<file path="src/rtl/rotation_sequencer.sv">
// Homing and shortest-path move controller for the 32-position red-mark ring.
// Tracks the mark position and cross-checks both sensors after every settled step.
module rotation_sequencer #(
  parameter int WIDTH      = 32,
  parameter int SENSA_POS  = 23,
  parameter int SENSB_POS  = 7,
  parameter int STEP_GAP   = 4,
  parameter int HOME_LIMIT = 64,
  localparam int PW = $clog2(WIDTH)
) (
  input  logic          clk,
  input  logic          rst,
  input  logic          cmd_valid,
  output logic          cmd_ready,
  input  logic          cmd_home,
  input  logic [PW-1:0] cmd_target,
  output logic          left,
  output logic          right,
  input  logic          sensorA,
  input  logic          sensorB,
  output logic [PW-1:0] pos,
  output logic          pos_valid,
  output logic          busy,
  output logic          done,
  output logic          done_ok,
  output logic          err
);
  localparam int WW = (STEP_GAP > 1) ? $clog2(STEP_GAP) : 1;
  localparam int HW = $clog2(HOME_LIMIT + 1);

  typedef enum logic [2:0] {IDLE, HOME_STEP, HOME_WAIT, MOVE_STEP, MOVE_WAIT, FAULT} state_t;

  state_t        state, state_nxt;
  logic [WW-1:0] wcnt;
  logic [HW-1:0] hcnt;
  logic [PW-1:0] rem;
  logic          dir_left;
  logic          done_nxt, ok_nxt;
  logic          accept, wait_end, sens_ok;
  logic [PW-1:0] diff;

  assign accept   = cmd_valid && cmd_ready;
  assign diff     = cmd_target - pos;
  assign wait_end = (wcnt == WW'(STEP_GAP - 1));
  assign sens_ok  = (sensorA == (pos == PW'(SENSA_POS))) && (sensorB == (pos == PW'(SENSB_POS)));

  always_ff @(posedge clk) begin
    if (rst) state <= IDLE;
    else     state <= state_nxt;
  end

  always_comb begin
    state_nxt = state;
    done_nxt  = 1'b0;
    ok_nxt    = 1'b0;
    case (state)
      IDLE, FAULT: if (accept) begin
        if (cmd_home)          state_nxt = HOME_STEP;
        else if (!pos_valid)   done_nxt  = 1'b1;
        else if (diff == '0) begin done_nxt = 1'b1; ok_nxt = 1'b1; end
        else                   state_nxt = MOVE_STEP;
      end
      HOME_STEP: state_nxt = HOME_WAIT;
      HOME_WAIT: if (wait_end) begin
        if (sensorB) begin state_nxt = IDLE; done_nxt = 1'b1; ok_nxt = 1'b1; end
        else if (hcnt == HW'(HOME_LIMIT)) begin state_nxt = FAULT; done_nxt = 1'b1; end
        else state_nxt = HOME_STEP;
      end
      MOVE_STEP: state_nxt = MOVE_WAIT;
      MOVE_WAIT: if (wait_end) begin
        if (!sens_ok)        begin state_nxt = FAULT; done_nxt = 1'b1; end
        else if (rem == '0)  begin state_nxt = IDLE; done_nxt = 1'b1; ok_nxt = 1'b1; end
        else state_nxt = MOVE_STEP;
      end
      default: state_nxt = IDLE;
    endcase
  end

  always_comb begin
    cmd_ready = (state == IDLE || state == FAULT) && !rst;
    busy      = (state == HOME_STEP) || (state == HOME_WAIT) ||
                (state == MOVE_STEP) || (state == MOVE_WAIT);
    left      = (state == HOME_STEP) || (state == MOVE_STEP && dir_left);
    right     = (state == MOVE_STEP) && !dir_left;
  end

  always_ff @(posedge clk) begin
    if (rst) begin
      pos <= '0; pos_valid <= 1'b0; err <= 1'b0; done <= 1'b0; done_ok <= 1'b0;
      wcnt <= '0; hcnt <= '0; rem <= '0; dir_left <= 1'b0;
    end else begin
      done    <= done_nxt;
      done_ok <= ok_nxt;
      case (state)
        IDLE, FAULT: if (accept) begin
          if (cmd_home) begin
            hcnt      <= '0;
            pos_valid <= 1'b0;   // the ring is about to move under an unknown origin
          end else if (pos_valid) begin
            // ties at half a turn go left; WIDTH-d is just -d in PW bits
            dir_left <= (diff <= PW'(WIDTH / 2));
            rem      <= (diff <= PW'(WIDTH / 2)) ? diff : PW'(0) - diff;
          end
        end
        HOME_STEP: begin hcnt <= hcnt + HW'(1); wcnt <= '0; end
        MOVE_STEP: begin
          pos  <= dir_left ? pos + PW'(1) : pos - PW'(1);
          rem  <= rem - PW'(1);
          wcnt <= '0;
        end
        HOME_WAIT: begin
          wcnt <= wcnt + WW'(1);
          if (wait_end && sensorB) begin
            pos <= PW'(SENSB_POS); pos_valid <= 1'b1; err <= 1'b0;
          end else if (wait_end && hcnt == HW'(HOME_LIMIT)) begin
            err <= 1'b1; pos_valid <= 1'b0;
          end
        end
        MOVE_WAIT: begin
          wcnt <= wcnt + WW'(1);
          if (wait_end && !sens_ok) begin err <= 1'b1; pos_valid <= 1'b0; end
        end
        default: ;
      endcase
    end
  end
endmodule

</file>
<file path="config.mk">
export PLATFORM = sky130hd
export DESIGN_NAME = rotation_sequencer
export DESIGN_NICKNAME = d
export VERILOG_FILES = /design/src/rtl/rotation_sequencer.sv
export SDC_FILE = /design/constraint.sdc
export NUM_CORES = 1
export LEC_CHECK = 0
export ABC_AREA = 1
export CORE_AREA = 2 2 63 65
export DETAILED_ROUTE_END_ITERATION = 8
export DIE_AREA = 0 0 65 67
export PLACE_DENSITY = 0.81
export REMOVE_ABC_BUFFERS = 1
export SLEW_MARGIN = 5
export SYNTH_ARGS = -nofsm -noshare
export SYNTH_HDL_FRONTEND = slang
export SYNTH_SLANG_ARGS = --single-unit
</file>
<file path="constraint.sdc">
create_clock -name clk -period 3.42 [get_ports clk]
set_input_delay 1.026 -clock clk [delete_from_list [all_inputs] [get_ports clk]]
set_output_delay 1.026 -clock clk [all_outputs]
set_load 0.1 [all_outputs]
</file>
* Yosys cells after proc, flatten, opt, wreduce, memory -nomap -nowiden *
Cells that the tools add are included.
W data, S select, Z words.

storage, ports and cells
  register bits after elaboration = 27
  output and inout port bits = 13

operators by class
  add/sub/neg operators = 7
  magnitude comparators = 1
  equality and inequality tests = 22
  mux-type cells = 52
  bitwise logic cells = 1
  reduce and logical (&&, ||, !) cells = 35

operator list
  cell                   count
  $mux W5                6
  $mux W3                9
  $mux W1                25
  $pmux W5 S2            2
  $pmux W3 S5            1
  $mux W7                2
  $pmux W7 S2            1
  $ne A2 B2 Y1 const B   6
  $logic_not A5 Y1       2
  $reduce_and A5 Y1      2
  $reduce_bool A2 Y1     5
  $sub A5 B1 Y5 const B  2
  $pmux W1 S3            3
  $logic_and A1 B1 Y1    8
  $reduce_and A4 Y1      2
  $add A7 B1 Y7 const B  1
  $eq A7 B7 Y1 const B   1
  $eq A3 B2 Y1 const B   2
  $eq A3 B3 Y1 const B   2
  $ne A3 B3 Y1 const B   2
  $reduce_and A3 Y1      2
  $reduce_or A2 Y1       3
  $add A5 B1 Y5 const B  1
  $eq A5 B3 Y1 const B   1
  other kinds (19)       27

* Depth between registers and ports, before layout *
Gate-level depths: netlist (run 1).

  depth after elaboration = 7
  gate-level depth with buffers = 14
  depth with buffers taken out = 14

* Worst setup path after synthesis (run 1) *
OpenSTA, ideal clock, no wires.

  path type = in2out
  from = input rst
  to = output cmd_ready
  arrival time = 2.742 ns
  path slack = -0.348 ns
  stages on the path = 3
  path buffers = 2
  path through = clkbuf_1 > clkbuf_1 > nor2_1

on the way
  word-level cells in the longest chain between the ends = 2

ends and longest elaborated chain
  what                 line  text
  from (decl)          12    input logic rst,
  $logic_not A1 Y1     80    cmd_ready = (state == IDLE || state == FAULT) && !rst;
  $logic_and A1 B1 Y1  80
  to (decl)            14    output logic cmd_ready,

Every way passes these cells.

* Worst setup path after layout (run 1) *
  from = input cmd_target[0]
  to = register state[2]

on the way
  word-level cells in the longest chain between the ends = 4

ends and longest elaborated chain
  what                                line  text
  from (decl)                         16    input logic [PW-1:0] cmd_target,
  $sub A5 B5 Y5                       43    assign diff = cmd_target - pos;
  $logic_not A5 Y1                    60    else if (diff == '0) begin done_nxt = 1'b1; ok_nxt = 1'b1; end
  $ne A3 B3 Y1 (no source line)       n/a
  $reduce_and A5 Y1 (no source line)  n/a
  to (signal assigned)                49    else state <= state_nxt;
  to (decl)                           33    state_t state, state_nxt;

Every way passes these cells.
A chain may end at the register's enable or synchronous reset.

==> summary.txt, run 1 <==
Outcome
  – Outcome: completed

Placement
  – GP Congestion: 0.866
  – Number of port buffers: 23
  – Post-DP HPWL: 3.31 mm

Logic synthesis
  – Count leader, synth: nand2_1
  – Register area share after synthesis: 27.1%
  – Area share of the largest cell type after synthesis: 27.1%
  – Primary FF master, synth: dfxtp_1
  – Synth cell count leaders: nand2_1 (68), inv_1 (36), a21oi_1 (33)
  – Syn avg cell area: 6.70 um^2
  – EDFF count, synth: 0
  – Post-synth top area cell: dfxtp_1
  – Syn Std Cell Area: 2000 um^2
  – Cell count after synthesis: 298
  – Post-synth cell types: 36
  – Synthesized flop and latch total: 27
  – Async set-reset flop share out of synthesis: 0%
  – Top post-synthesis cells by area: dfxtp_1 (27%), nand2_1 (13%), a21oi_1 (8.3%), ha_1 (7.5%), inv_1 (6.8%)
  – Synth warn: 0

Clock tree
  – Post-CTS sizing: 0
  – H-tree levels: 1
  – Clk slew on worst S/H paths: 0.10 ns
  – Clk_lat worst skew: 0.28 ns
  – Total CTS buffers: 3
  – Clock sink count: 27
  – CTS root buffer: clkbuf_8
  – TritonCTS clock tree: built
  – Post-CTS Setup Inserts: 0
  – Clock tree buffer depth: 2
  – Cts hold-fix bufs: 0

Layout
  – Area grow syn2layout: 15.9%
  – Final Util: 64.2%
  – Layout Nets: 349
  – Layout cell share with drive strength beyond 1: 14.2%
  – Diodes inserted: 0

Setup path
  – Worst Path Arrival: 3.23 ns
  – R2R depth: 12
  – FF-to-FF setup slack: 1.13 ns
  – Worst Setup Path Type: in -> reg
  – Critical path data required time: 3.61 ns
  – Setup crit end kind: register
  – Critical-path maximum fanout: 5
  – Crit Reg-Reg Startpoint: pos[0]
  – R2R Path End: state[2]
  – CP Launch Type: input port

GRT
  – Initial antenna violation count: 0
  – Largest net degree at the start of global routing: 19
  – First-pass GRT wire length: 7.73 mm
  – Gr ovfl total: 0
  – GRT Overall Usage: 22.4%
  – Number of global-route vias before repair: 1826

Routing
  – DRT Wirelength: 4.34 mm
  – Vias: 1918
  – Met3 WL: 178 um
  – Antenna-violating nets left: 0
  – Met2 Wirelength: 1.98 mm
  – Drt drc: 0
  – DRT iter0 DRCs: 161
  – Wire per inst: 11.7 um
  – Number of vias per cell: 5.17
  – DR top layer: met4
  – Drt pass-1 iters: 4
  – Wl on met1: 2.13 mm

STA
  – Slew margin rel.: 70.7%
  – Crit path time final: 3.04 ns
  – Slew Viols, Final: 0
  – Setup_tns: 0 ns
  – Period utilisation layout: 88.9%
  – FMAX: 329 MHz
  – Clock Skews: 0.00781 ns
  – Final Hold Vio Count: 0
  – Slew @ Worst Pin: 0.439 ns
  – Setup Viol. Count Final: 0
  – RSZ-0062 raised after global routing: false

Job
  – Max-cap viol count: 0

Power
  – Clk network pwr share: 12.2%
  – Power Dens Cells: 678 nW/um^2
  – Max VDD drop: 0.811 mV
  – Leakage power: 1.05 nW
  – Sequential Power Share: 27.0%
  – Gate power share: 60.7%
  – P_int: 0.000743 W
  – Switching Share: 52.7%
  – Sw Pwr: 0.000827 W
  – Final Power: 0.00157 W

Floorplanning
  – Die height: 67 um
  – Die W: 65 um
  – Core Area: 3610 um^2
  – Die area: 4360 um^2
  – Row cnt: 22
  – Initial core utilization: 55.4%
  – Io pins: 24

Worst hold path
  – WHS Path Cells: 2
  – Worst hold endpoint: wcnt[1]
  – HP Class: reg -> reg
  – Worst Hold Launch: wcnt[1]
-- cell families after synthesis --
kind of cell	count (synthesis)	synth area share [%]
xor gates and xnor gates	7	3.07
DFF	27	27.1
adders and majority gates	14	9.52
AOI/OAI and AO/OA	64	18.9
buffers and inverters	50	9.46
and+or+nand+nor	136	32.0
-- power groups by stage --
| stage | Combinational [W] | Sequential [W] | Clock, W |
|---|---|---|---|
| finish | 0.000953 | 0.000425 | 0.000192 |
| global placement | 0.000937 | 0.000430 | 0 |
| CTS | 0.000954 | 0.000425 | 0.000196 |
| detailed placement | 0.000949 | 0.000432 | 0 |
| global route | 0.00104 | 0.000434 | 0.000204 |
| floorplan | 0.000660 | 0.000525 | 0 |
-- state kept, by name, summed over array words and instances (netlist names) --
name and flops:
dir_left 1, done 1, wcnt 2, hcnt 7, rem 5, err 1, pos_valid 1, done_ok 1
state 3, pos 5
-- per-layer routing --
metal  vias to the layer above  GRT usage (%)
li1                       1029              -
met1                       850           29.0
met2                        35           39.2
met3                         4           3.55
met4                         0           4.79
met5                         -              0
-- final cells by class --
class | count | area, um^2
Tap cell | 48 | 60.1
Clock inverter | 1 | 7.51
Inverter | 46 | 173
Timing Repair Buffer | 25 | 225
Clock buffer | 3 | 41.3
Fill cell | 341 | 1290
Multi-Input combinational cell | 221 | 1270
Sequential cell | 27 | 541
-- worst max-delay path: stages --
cell and delay [ns]:
clkdlybuf4s50_1 0.47, inv_1 0.04, ha_1 0.18, inv_1 0.08, fa_1 0.41, inv_1 0.10
ha_1 0.16, inv_1 0.05, nor2_1 0.17, nand3_1 0.12, nand2_1 0.09, nand2_1 0.11
a21oi_1 0.15, nor2_1 0.06
-- metrics by stage --
step	hold WS (ns)	area [um^2]	setup slack, ns	instances
floorplan	0.433	1980	0.115	294
global placement	0.451	2270	0.150	367
detailed placement	0.456	2270	0.0804	367
CTS	0.471	2310	0.384	371
global route	0.504	2310	0.121	371
finish	0.470	2310	0.379	371
-- cells in the final DEF (no fill, tap or decap), drive strengths merged, types with 4 or more instances in the layout --
master,instances
nand2,71
inv,46
a21oi,33
dfxtp,27
nand3,26
nor2,24
o21ai,21
buf,15
ha,12
clkdlybuf4s50,10
nand4,4
xor2,4
nor3,4
-- worst max-delay path by stage --
stage	slack, ns	endpoint	startpoint	depth (start not counted)
after floorplan	0.11	cmd_ready	rst	1
after global placement	0.15	state[2]	cmd_target[0]	14
after detailed placement	0.08	state[2]	cmd_target[0]	14
after CTS	0.38	state[2]	cmd_target[0]	14
after global routing	0.12	state[0]	cmd_target[0]	14
final	0.38	state[2]	cmd_target[0]	14
Power figures use the tool's default switching activity.
==> run 2, diff against run 1 <==
CORE_AREA = 2 2 64 66   (was 2 2 63 65)
DIE_AREA = 0 0 66 68   (was 0 0 65 67)
PLACE_DENSITY = 0.79   (was 0.81)
==> summary.txt, run 2 (synthesis results as in run 1) <==
Outcome
  – Outcome: completed

Clock tree
  – Cts hold-fix bufs: 0 (unchanged)
  – Clk_lat worst skew: 0.28 ns (about the same)
  – Clock sink count: 27 (unchanged)
  – CTS root buffer: clkbuf_8
  – TritonCTS clock tree: built
  – Post-CTS sizing: 0 (unchanged)
  – H-tree levels: 1 (unchanged)
  – Post-CTS Setup Inserts: 0 (unchanged)
  – Total CTS buffers: 3 (unchanged)
  – Clk slew on worst S/H paths: 0.10 ns (about the same)
  – Clock tree buffer depth: 2 (unchanged)

GRT
  – Global routing's busiest layer: met2
  – First-pass GRT wire length: 7.39 mm (-4.4%)
  – Initial antenna violation count: 0 (unchanged)
  – Largest net degree at the start of global routing: 19 (unchanged)
  – GRT met2 Usage: 37.5% (-1.7 points)
  – GRT Overall Usage: 21.0% (-1.4 points)
  – Number of global-route vias before repair: 1779 (-2.6%)
  – Gr ovfl total: 0 (unchanged)
  – Routing usage on met1: 25.9% (-3.1 points)
  – Met3 Use GR: 2.63% (-0.92 points)

STA
  – FMAX: 323 MHz (-1.9%)
  – Slew Viols, Final: 0 (unchanged)
  – RSZ-0062 raised after global routing: false
  – Slew @ Worst Pin: 0.439 ns (-0.000790 ns)
  – Hold WS: 0.474 ns (+0.00358 ns)
  – Final Hold Vio Count: 0 (unchanged)
  – Setup Viol. Count Final: 0 (unchanged)
  – Slew margin rel.: 70.7% (about the same)
  – Clock Skews: 0.00288 ns (-0.00494 ns)
  – Period utilisation layout: 90.7% (+1.7 points)
  – Crit path time final: 3.10 ns (+0.0592 ns)
  – Setup_tns: 0 ns (unchanged)

Power
  – Leakage power: 1.05 nW (unchanged)
  – Power Dens Cells: 683 nW/um^2 (+0.73%)
  – Clk network pwr share: 12.3% (about the same)
  – Gate power share: 60.8% (about the same)
  – Max VDD drop: 0.713 mV (-12%)
  – Sequential Power Share: 27.0% (about the same)
  – P_int: 0.000744 W (+0.18%)
  – Sw Pwr: 0.000839 W (+1.4%)
  – Switching Share: 53.0% (+0.31 points)

Floorplanning
  – Core Area: 3860 um^2 (+6.9%)
  – Io pins: 24 (unchanged)
  – Row cnt: 23 (+4.5%)
  – Initial core utilization: 51.8% (-3.6 points)
  – Die area: 4490 um^2 (+3.1%)
  – Die height: 68 um (+1.5%)
  – Die W: 66 um (+1.5%)

Worst hold path
  – Worst hold endpoint: wcnt[1]
  – Worst Hold Launch: wcnt[1]
  – WHS Path Cells: 2 (unchanged)
  – HP Class: reg -> reg

Layout
  – Layout Nets: 349 (unchanged)
  – Biggest regs: hcnt (7), pos (5), rem (5)
  – Diodes inserted: 0 (unchanged)
  – Final Util: 60.1% (-4.1 points)
  – Multi-input logic area: 1270 um^2 (unchanged)
  – Commonest non-fill, non-tap cell in the layout: nand2_1
  – Area grow syn2layout: 16.0%
  – Final Cell Area: 2320 um^2 (+0.11%)
  – Fill count: 381 (+12%)
  – Commonest cells after routing, fill and taps aside: nand2_1 (68), inv_1 (36), a21oi_1 (33), dfxtp_1 (27), nand3_1 (25)
  – Sequential cell area: 541 um^2 (unchanged)
  – Max reg flops: 7 (unchanged)
  – Biggest register: hcnt
  – Layout cell share with drive strength beyond 1: 14.2% (unchanged)
  – Final std cells w/o fill: 373 (+0.54%)

Setup path
  – R2R Path End: state[2]
  – Worst Path Arrival: 3.28 ns (+0.05 ns)
  – Setup crit end kind: register
  – FF-to-FF setup slack: 1.05 ns (-0.08 ns)
  – Critical-path maximum fanout: 5 (unchanged)
  – Critical path data required time: 3.60 ns (about the same)
  – CP Launch Type: input port
  – Crit Reg-Reg Startpoint: pos[0]
  – Worst Setup Path Type: in -> reg
  – R2R depth: 12 (unchanged)

Placement
  – Post-placement cell count: 369 (+0.54%)
  – Number of port buffers: 23 (unchanged)
  – GP Congestion: 0.885 (+2.2%)
  – Post-DP HPWL: 3.43 mm (+3.5%)
  – Total placed instance area: 2270 um^2 (+0.11%)

Routing
  – Vias: 2011 (+4.8%)
  – Wire per inst: 12.0 um (+2.9%)
  – Drt drc: 0 (unchanged)
  – Drt pass-1 iters: 4 (unchanged)
  – DRT Wirelength: 4.49 mm (+3.5%)
  – DRT iter0 DRCs: 151 (-6.2%)
  – Antenna-violating nets left: 0 (unchanged)
  – Number of vias per cell: 5.39 (+4.3%)

Job
  – Max-cap viol count: 0 (unchanged)
-- run 2: cell counts in the layout (fill, tap and decap cells not counted) --
Identical to the previous run, type by type.
-- run 2: worst max path at each step --
stage                   from   endpoint  cells past startpoint
2_1_floorplan            rst  cmd_ready                      1
3_3_place_gp   cmd_target[0]   state[2]                     14
3_5_place_dp   cmd_target[0]   state[2]                     14
4_1_cts        cmd_target[0]   state[2]                     14
5_1_grt        cmd_target[0]   state[0]                     14
6_report       cmd_target[0]   state[2]                     14
-- run 2: cell type report --
type | instances | area share (%)
Multi-Input combinational cell | 221 | 54.7
Sequential cell | 27 | 23.3
Timing Repair Buffer | 25 | 9.72
Inverter | 46 | 7.45
Tap cell | 50 | 2.70
Clock buffer | 3 | 1.78
Clock inverter | 1 | 0.324
-- run 2: power by group through the flow --
stage          combinational (W)  clock (W)  sequential [W]
6_report                0.000962   0.000194        0.000427
3_3_place_gp            0.000939          0        0.000431
4_1_cts                 0.000959   0.000195        0.000425
2_1_floorplan           0.000660          0        0.000525
3_5_place_dp            0.000955          0        0.000432
5_1_grt                  0.00105   0.000206        0.000434
-- run 2: layer usage --
metal	share of wire, %	wire [um]	vias up
met1	44	1990	908
li1	-	-	1034
met4	1.8	82	0
met5	0	0	-
met2	49	2210	58
met3	4.5	204	11
-- run 2: worst max-delay path, cell delays in order --
cell	delay, ns
clkdlybuf4s50_1	0.46
inv_1	0.04
ha_1	0.18
inv_1	0.08
fa_1	0.40
inv_1	0.10
ha_1	0.18
inv_1	0.06
nor2_1	0.18
nand3_1	0.13
nand2_1	0.10
nand2_1	0.11
a21oi_1	0.16
nor2_1	0.06
-- run 2: stage by stage --
stage / power, W / worst slack (ns)
2_1_floorplan: 0.00118 / 0.115
5_1_grt: 0.00169 / 0.141
4_1_cts: 0.00158 / 0.366
3_3_place_gp: 0.00137 / 0.140
6_report: 0.00158 / 0.320
3_5_place_dp: 0.00139 / 0.0605
==> run 3, diff against run 2 <==
DONT_BUFFER_PORTS = 1   (was unset)
PLACE_DENSITY = 0.71   (was 0.79)
==> summary.txt, run 3 (synthesis results as in run 1) <==
Clock tree
  – Clock tree buffer depth: 2 (unchanged)
  – H-tree levels: 1 (unchanged)
  – Total CTS buffers: 3 (unchanged)
  – Post-CTS Setup Inserts: 0 (unchanged)
  – Clk slew on worst S/H paths: 0.09 ns (about the same)
  – Cts hold-fix bufs: 0 (unchanged)
  – Post-CTS sizing: 0 (unchanged)
  – CTS root buffer: clkbuf_8
  – Clk_lat worst skew: 0.28 ns (about the same)
  – Clock sink count: 27 (unchanged)
  – TritonCTS clock tree: built

Placement
  – Post-DP HPWL: 3.33 mm (-3.0%)
  – GP Congestion: 0.840 (-5.1%)
  – Total placed instance area: 2130 um^2 (-6.2%)
  – Post-placement cell count: 354 (-4.1%)
  – Number of port buffers: 0 (-100%)

Power
  – Clk network pwr share: 12.3% (about the same)
  – Max VDD drop: 0.654 mV (-8.3%)
  – Leakage power: 0.981 nW (-6.3%)
  – P_int: 0.000710 W (-4.5%)
  – Sequential Power Share: 31.3% (+4.3 points)
  – Gate power share: 56.5% (-4.3 points)
  – Sw Pwr: 0.000812 W (-3.2%)
  – Power Dens Cells: 700 nW/um^2 (+2.5%)
  – Switching Share: 53.3% (+0.33 points)

GRT
  – Number of global-route vias before repair: 1678 (-5.7%)
  – First-pass GRT wire length: 7.20 mm (-2.5%)
  – Largest net degree at the start of global routing: 20 (+1)
  – Initial antenna violation count: 0 (unchanged)
  – Gr ovfl total: 0 (unchanged)
  – GRT Overall Usage: 20.4% (-0.61 points)

Setup path
  – CP Launch Type: register
  – Cell mode on critical path: inv_2
  – Peak per-stage delay on the critical path: 0.48 ns (+0.02 ns)
  – Critical path data required time: 2.39 ns (-1.21 ns)
  – FF-to-FF setup slack: 1.11 ns (+0.06 ns)
  – Setup crit end kind: primary output
  – Worst Path Arrival: 1.73 ns (-1.55 ns)
  – Worst Setup Path Type: reg -> out
  – Crit-path slowest cell: dfxtp_1
  – Critical-path maximum fanout: 5 (unchanged)
  – CP Cell Sequence: inv_2 > nor3_4 > inv_2 > nand2_1 > nor2_1 > inv_1 > buf_4

Floorplanning
  – Io pins: 24 (unchanged)
  – Row cnt: 23 (unchanged)
  – Initial core utilization: 51.8% (unchanged)
  – Die height: 68 um (unchanged)
  – Die area: 4490 um^2 (unchanged)
  – Die W: 66 um (unchanged)
  – Core Area: 3860 um^2 (unchanged)

STA
  – Slew margin rel.: 29.4% (-41 points)
  – Slew @ Worst Pin: 1.06 ns (+0.619 ns)
  – Crit path time final: 2.76 ns (-0.342 ns)
  – Final Hold Vio Count: 0 (unchanged)
  – RSZ-0062 raised after global routing: false
  – Period utilisation layout: 80.6% (-10 points)
  – Setup_tns: 0 ns (unchanged)
  – Clock Skews: 0.00539 ns (+0.00252 ns)
  – Setup Viol. Count Final: 0 (unchanged)
  – FMAX: 363 MHz (+12%)
  – Slew Viols, Final: 0 (unchanged)

Layout
  – Area grow syn2layout: 8.83%
  – Final std cells w/o fill: 358 (-4.0%)
  – Max reg flops: 7 (unchanged)
  – Final Cell Area: 2170 um^2 (-6.2%)
  – Diodes inserted: 0 (unchanged)
  – Commonest non-fill, non-tap cell in the layout: nand2_1
  – Layout cell share with drive strength beyond 1: 14.3% (+0.044 points)
  – Commonest cells after routing, fill and taps aside: nand2_1 (68), inv_1 (36), a21oi_1 (32), dfxtp_1 (27), nand3_1 (25)
  – Biggest register: hcnt
  – Layout Nets: 334 (-4.3%)
  – Biggest regs: hcnt (7), pos (5), rem (5)

Routing
  – Vias: 1882 (-6.4%)
  – Drt drc: 0 (unchanged)
  – Met3 WL: 145 um (-29%)
  – DR top layer: met4
  – Antenna-violating nets left: 0 (unchanged)
  – Drt pass-1 iters: 4 (unchanged)
  – DRT Wirelength: 4.22 mm (-5.9%)
  – Met2 Wirelength: 2.04 mm (-7.7%)
  – Number of vias per cell: 5.26 (-2.5%)
  – DRT iter0 DRCs: 98 (-35%)
  – Wl on met1: 2.01 mm (+0.96%)
  – Wire per inst: 11.8 um (-1.9%)

Outcome
  – Outcome: completed

Worst hold path
  – HP Class: reg -> reg

Job
  – Max-cap viol count: 0 (unchanged)
==> run 3: cell types whose count changed in the layout (fill, tap and decap cells not counted) <==
cell | before | now
a21oi_1 | 33 | 32
a21oi_2 | 0 | 1
buf_12 | 1 | 0
buf_4 | 14 | 10
clkdlybuf4s50_1 | 10 | 0
clkinv_2 | 0 | 1
clkinvlp_4 | 1 | 0
nor2_1 | 21 | 19
nor2_2 | 2 | 4
==> run 3: layer usage <==
| layer | global-route usage (%) | up-vias |
|---|---|---|
| li1 | - | 998 |
| met2 | 36.0 | 29 |
| met3 | 4.61 | 6 |
| met1 | 25.2 | 849 |
| met5 | 0 | - |
| met4 | 5.36 | 0 |
==> run 3: layout make-up <==
class	instances	area [um^2]
clock buffer	3	41.3
clock inverter	1	5.00
fill	398	1680
inverter	46	173
multi-input combinational	221	1280
sequential	27	541
tap	50	62.6
timing repair buffer	10	75.1
==> run 3: path summary, 6_finish.rpt <==
path	start	to	depth (start not counted)
setup / recovery	state[1]	busy	7
setup reg to reg	pos[2]	state[0]	13
hold reg to reg	wcnt[0]	wcnt[0]	1
hold / removal	wcnt[0]	wcnt[0]	1
==> run 3: power groups by stage <==
stage | Clock (W) | Combinational, W | Sequential [W]
floorplan | 0 | 0.000660 | 0.000525
detailed placement | 0 | 0.000861 | 0.000483
global route | 0.000199 | 0.000954 | 0.000483
finish | 0.000187 | 0.000860 | 0.000476
global placement | 0 | 0.000853 | 0.000482
CTS | 0.000195 | 0.000863 | 0.000476
==> run 3: critical path, delay by kind of cell, from the launching register on <==
family | cells | cell delay [ns]
flip-flops | 1 | 0.48
buffers and inverters | 4 | 0.55
AND/OR/NAND/NOR | 3 | 0.41
==> run 3: per-stage QoR <==
step	hold WS, ns	setup slack [ns]	total power [W]	utilization [%]
after floorplan	0.433	0.115	0.00118	-
after global placement	0.450	0.594	0.00133	55.2
after detailed placement	0.453	0.506	0.00134	55.2
after CTS	0.467	0.629	0.00153	56.4
after global routing	0.487	0.536	0.00164	56.4
final	0.467	0.662	0.00152	56.4
